### config.mk
export PLATFORM = sky130hd
export DESIGN_NAME = stream_frame_ctrl
export DESIGN_NICKNAME = d
export VERILOG_FILES = /design/src/rtl/stream_frame_ctrl.sv
export SDC_FILE = /design/constraint.sdc
export NUM_CORES = 1
export LEC_CHECK = 0
export CAP_MARGIN = 20
export CORE_MARGIN = 4
export CORE_UTILIZATION = 30
export CTS_BUF_LIST = sky130_fd_sc_hd__clkbuf_4 sky130_fd_sc_hd__clkbuf_8
export DETAILED_ROUTE_END_ITERATION = 8
export GPL_TIMING_DRIVEN = 1
export PLACE_DENSITY_LB_ADDON = 0.15
export SYNTH_ARGS = -nofsm -noshare
export SYNTH_HDL_FRONTEND = slang
export SYNTH_SLANG_ARGS = --single-unit
### constraint.sdc
create_clock -name i_clk -period 6.3 [get_ports i_clk]
set_input_delay 1.575 -clock i_clk [delete_from_list [all_inputs] [get_ports i_clk]]
set_output_delay 1.575 -clock i_clk [all_outputs]
set_load 0.05 [all_outputs]
### src/rtl/stream_frame_ctrl.sv
// stream_frame_ctrl: frame sequencer in front of the gauss core.
// Passes the pixel stream through with zero latency while in RUN, counts pixels/lines,
// generates line-end last and start-of-frame, and applies shadowed gauss coefficients and
// thresholds only at frame boundaries (LOAD).
// Optional feature macro: LAST_CHECK_EN (compare upstream s_last against internal line end).
module stream_frame_ctrl #(
  parameter int unsigned DW      = 8,
  parameter int unsigned LINE_W  = 1024,
  parameter int unsigned FRAME_H = 1024
) (
  input  logic          i_clk,
  input  logic          i_rst,
  input  logic          i_start,
  input  logic          i_cont,
  input  logic          i_abort,
  input  logic          i_cfg_wr,
  input  logic [7:0]    i_cfg_coe_00,
  input  logic [7:0]    i_cfg_coe_01,
  input  logic [7:0]    i_cfg_coe_02,
  input  logic [7:0]    i_cfg_coe_11,
  input  logic [7:0]    i_cfg_coe_12,
  input  logic [7:0]    i_cfg_coe_22,
  input  logic [7:0]    i_cfg_gth,
  input  logic [7:0]    i_cfg_gtl,
  input  logic [DW-1:0] i_s_data,
  input  logic          i_s_valid,
  input  logic          i_s_last,
  output logic          o_s_ready,
  output logic [DW-1:0] o_m_data,
  output logic          o_m_valid,
  output logic          o_m_last,
  output logic          o_m_sof,
  input  logic          i_m_ready,
  output logic [7:0]    o_coe_00,
  output logic [7:0]    o_coe_01,
  output logic [7:0]    o_coe_02,
  output logic [7:0]    o_coe_11,
  output logic [7:0]    o_coe_12,
  output logic [7:0]    o_coe_22,
  output logic [7:0]    o_gth,
  output logic [7:0]    o_gtl,
  output logic          o_busy,
  output logic          o_frame_done,
  output logic          o_frame_abort,
  output logic          o_line_err
);

  localparam int unsigned PW = (LINE_W > 1) ? $clog2(LINE_W) : 1;
  localparam int unsigned LW = (FRAME_H > 1) ? $clog2(FRAME_H) : 1;

  typedef enum logic [1:0] {StIdle, StLoad, StRun, StEnd} state_e;

  state_e           r_state;
  logic [PW-1:0]    r_pix_cnt;
  logic [LW-1:0]    r_line_cnt;
  logic             r_frame_abort;
  logic [5:0][7:0]  r_pend_coe;
  logic [7:0]       r_pend_gth;
  logic [7:0]       r_pend_gtl;
  logic [5:0][7:0]  r_act_coe;
  logic [7:0]       r_act_gth;
  logic [7:0]       r_act_gtl;

  logic             w_run;
  logic             w_xfer;
  logic             w_pix_end;
  logic             w_line_end;
  logic             w_abort;
  logic [7:0]       w_load_gtl;
  logic [5:0][7:0]  w_cfg_coe;

  assign w_run      = (r_state == StRun);
  assign w_xfer     = i_s_valid & o_s_ready;
  assign w_pix_end  = (r_pix_cnt == PW'(LINE_W - 1));
  assign w_line_end = (r_line_cnt == LW'(FRAME_H - 1));
  assign w_abort    = i_abort & (r_state != StIdle);
  // Low threshold is clamped so it never exceeds the high threshold once active.
  assign w_load_gtl = (r_pend_gtl > r_pend_gth) ? r_pend_gth : r_pend_gtl;
  assign w_cfg_coe  = {i_cfg_coe_22, i_cfg_coe_12, i_cfg_coe_11,
                       i_cfg_coe_02, i_cfg_coe_01, i_cfg_coe_00};

  // Pending (shadow) configuration, writable in any state.
  always_ff @(posedge i_clk or posedge i_rst) begin
    if (i_rst) begin
      r_pend_coe <= {6{8'h04}};
      r_pend_gth <= 8'd5;
      r_pend_gtl <= 8'd1;
    end else if (i_cfg_wr) begin
      r_pend_coe <= w_cfg_coe;
      r_pend_gth <= i_cfg_gth;
      r_pend_gtl <= i_cfg_gtl;
    end
  end

  // Frame FSM, pixel/line counters, abort pulse and active configuration load.
  // Active config is captured on the edge entering LOAD, from pending as it stood before it.
  always_ff @(posedge i_clk or posedge i_rst) begin
    if (i_rst) begin
      r_state       <= StIdle;
      r_pix_cnt     <= '0;
      r_line_cnt    <= '0;
      r_frame_abort <= 1'b0;
      r_act_coe     <= {6{8'h04}};
      r_act_gth     <= 8'd5;
      r_act_gtl     <= 8'd1;
    end else begin
      r_frame_abort <= 1'b0;
      if (w_abort) begin
        r_state       <= StIdle;
        r_pix_cnt     <= '0;
        r_line_cnt    <= '0;
        r_frame_abort <= 1'b1;
      end else begin
        unique case (r_state)
          StIdle: begin
            if (i_start) begin
              r_state   <= StLoad;
              r_act_coe <= r_pend_coe;
              r_act_gth <= r_pend_gth;
              r_act_gtl <= w_load_gtl;
            end
          end
          StLoad: begin
            r_state    <= StRun;
            r_pix_cnt  <= '0;
            r_line_cnt <= '0;
          end
          StRun: begin
            if (w_xfer) begin
              if (w_pix_end) begin
                r_pix_cnt <= '0;
                if (w_line_end) begin
                  r_line_cnt <= '0;
                  r_state    <= StEnd;
                end else begin
                  r_line_cnt <= r_line_cnt + 1'b1;
                end
              end else begin
                r_pix_cnt <= r_pix_cnt + 1'b1;
              end
            end
          end
          StEnd: begin
            if (i_cont) begin
              r_state   <= StLoad;
              r_act_coe <= r_pend_coe;
              r_act_gth <= r_pend_gth;
              r_act_gtl <= w_load_gtl;
            end else begin
              r_state <= StIdle;
            end
          end
          default: r_state <= StIdle;
        endcase
      end
    end
  end

`ifdef LAST_CHECK_EN
  logic r_line_err;

  // Sticky upstream-last mismatch flag; a new frame start clears it.
  always_ff @(posedge i_clk or posedge i_rst) begin
    if (i_rst) begin
      r_line_err <= 1'b0;
    end else if ((r_state == StIdle) && i_start) begin
      r_line_err <= 1'b0;
    end else if (w_xfer && (i_s_last != o_m_last)) begin
      r_line_err <= 1'b1;
    end
  end

  assign o_line_err = r_line_err;
`else
  logic w_unused_s_last;
  assign w_unused_s_last = i_s_last;
  assign o_line_err      = 1'b0;
`endif

  // Zero-latency pass-through and status outputs.
  always_comb begin
    o_m_data     = i_s_data;
    o_m_valid    = i_s_valid & w_run;
    o_s_ready    = i_m_ready & w_run;
    o_m_last     = w_run & w_pix_end;
    o_m_sof      = w_run & (r_pix_cnt == '0) & (r_line_cnt == '0);
    o_busy       = (r_state != StIdle);
    // Abort in END suppresses the done pulse.
    o_frame_done = (r_state == StEnd) & ~i_abort;
  end

  assign o_frame_abort = r_frame_abort;
  assign o_coe_00      = r_act_coe[0];
  assign o_coe_01      = r_act_coe[1];
  assign o_coe_02      = r_act_coe[2];
  assign o_coe_11      = r_act_coe[3];
  assign o_coe_12      = r_act_coe[4];
  assign o_coe_22      = r_act_coe[5];
  assign o_gth         = r_act_gth;
  assign o_gtl         = r_act_gtl;

endmodule

==> out/metrics.cfg <==
[outcome]
status=finished, final reports clean

[logic_synthesis]
synth-seq-cells=151
async_flop_share_pct=100
synth-xor-area-share_pct=0.261
synth_top_flop_cell=dfrtp_1
synthTopCellsByCount=dfrtp_1 (133), mux2_2 (112), nand2_1 (49), o21ai_0 (28), nor2_1 (22)
syn_area_mm2=0.00672
ys_warn_count=0
synth_edf_count=0
ys_types=54
ys_seq_area_share_pct=56.6
synth_top_family_by_area=multiplexers
netlist.area_leader.share_pct=49.6
yosysMostFrequentCell=dfrtp_1
yosys.area_share.simple_pct=9.47
syn_area_per_cell_um2=12.6
muxShareOfSynthArea_pct=18.9
syn_inst=534
syn_nets=632
synthTopCellsByArea=dfrtp_1 (50%), mux2_2 (19%), dfstp_2 (7.0%), ha_1 (3.2%), nand2_1 (2.7%)
synth_compound_area_share_pct=7.75
synth_top_cell_by_area=dfrtp_1
synth-adder-area-share_pct=3.17

[global_routing]
gr-usage-met1_pct=16.7
antenna_found_initial=0
grt_max_degree=72
use_met2_pct=23.0
grt_pass1_wl_um=26500
busiest_layer=met2
grt.total_usage_pct=13.6
grt_use_met3_pct=3.47
gr-total-overflow=0
grt_pass1_vias=5042

[layout]
nets=768
area_growth_pct=30.9
reg_top3=r_pend_coe: 48 flops, r_line_cnt: 10 flops, r_pix_cnt: 10 flops
final_cell_area_mm2=0.00879
fin_util_pct=40.2
drive_gt1_share_pct=26.6
largest_register_ffs=48
fin_cells=964
top_register=r_pend_coe

[worst_setup_path]
worst_setup_path_end_kind=output port
crit_path_max_fanout=3
worstPathRequired_ns=4.72
r2r_start=r_state[0]
r2r_end=r_line_cnt[7]
critPathLaunchType=input port
crit_type=input port to output port
cp.arrival_ns=3.04
reg2reg_depth=7
r2r_slack_ns=3.75
startpoint=i_s_valid

[clock_network]
clkTransAtPathRegs_ns=0.09
cts_setup_buffers=0
cts_resized=0
cts_buffers=17
clock_path_buffers=2
clockRootBuffer=clkbuf_8
cts.sinks=151
ctsHoldBuffers=0
cts_tree=yes
clk_latency_ns=0.44
htree_levels=4

[floorplan]
die-area_mm2=0.0248
die_w_um=158
start_util_pct=30.7
rows=54
io_pins=161
die_y_um=158
core_mm2=0.0219

[sta]
slew_headroom_pct=41.9
final.setup.tns_ns=0
fmax_ghz=0.217
tightestPinTransition_ns=0.871
period_share_pct=73.3
hold_viol_final=0
setup_violations=0
maxSlewViolCount=0
post-route-min-period_ns=4.62
rsz0062_at_grt=false
final.setup_skew_ns=0.0191

[min_path]
min_to=o_coe_01[4]
hold_depth=1
min_path_type=flop to flop
hold_path_startpoint=r_pend_coe[12]

[power_and_ir_drop]
leakage_uw=0.00365
vdd_drop_max_mv=0.254
finalPower_uw=4460
power.density_mw_per_mm2=508

[route]
wl_per_cell_um=16.8
via_count=4633
wirelength_um=16200
drtPass1Iterations=4
vias_per_cell=4.81
drtIter0Drc=200
drc=0
ant_nets=0

[place]
dp.cells=931
io_buffer_count=142
gp_congestion=0.842
dp_hpwl_um=11200
dpl-instance-area_mm2=0.00835

[run]
cap_viol_max_count=0

logic make-up (layout without fill, tap and decap cells):
family	count (synthesis)	in the layout
simple gates	124	124
compound gates	76	76
other cells	1	2
fa+ha+maj	17	17
mux	113	113
buf+inv	50	199
flops	151	151
xor+xnor	2	2
worst max path at each step:
| stage | end | cells past startpoint | slack (ns) |
|---|---|---|---|
| after floorplan | o_coe_00[0] | 1 | 0.69 |
| after global placement | o_m_valid | 3 | 1.70 |
| after detailed placement | o_m_valid | 3 | 1.68 |
| after CTS | o_m_valid | 3 | 1.68 |
| after global routing | o_m_sof | 7 | 1.61 |
| final | o_m_valid | 3 | 1.68 |
layout make-up:
cell class | instances | area [um2]
clock buffer | 21 | 264
inverter | 19 | 76.3
timing repair buffer | 148 | 1460
clock inverter | 11 | 171
tap | 280 | 350
multi-input combinational | 333 | 2670
fill | 2092 | 13100
antenna | 1 | 2.50
sequential | 151 | 3800
worst max-delay path: stages:
cell and delay [ns]:
clkdlybuf4s50_1 0.52, and2_1 0.15, clkdlybuf4s50_1 0.80
power by group:
part           switching, uW  internal [uW]  total (uW)  leakage, uW
combinational           1370            852        2220      0.00163
clock                    367            451         818     0.000218
sequential               153           1270        1420      0.00180
cells in the final DEF, fill, tap and decap left out, drive strengths merged, types with 7 or more instances in the layout:
cell / instances
buf: 7
ha: 17
dfrtp: 133
o21ai: 36
clkbuf: 21
dfstp: 18
nand2: 49
nor2: 22
a21o: 10
a41oi: 8
inv: 21
and2: 8
clkdlybuf4s50: 141
mux2: 112
routing by layer:
layer | vias up | routed length, um
li1 | 2161 | -
met1 | 2330 | 6770
met2 | 115 | 8310
met3 | 27 | 808
met4 | 0 | 291
met5 | - | 0
metrics by stage:
step	worst slack (ns)	hold WS [ns]
2_1_floorplan	0.690	0.468
3_3_place_gp	1.70	0.483
3_5_place_dp	1.68	0.492
4_1_cts	1.68	0.502
5_1_grt	1.61	0.526
6_report	1.68	0.500
Note: power is estimated with default switching activity, not from simulation.
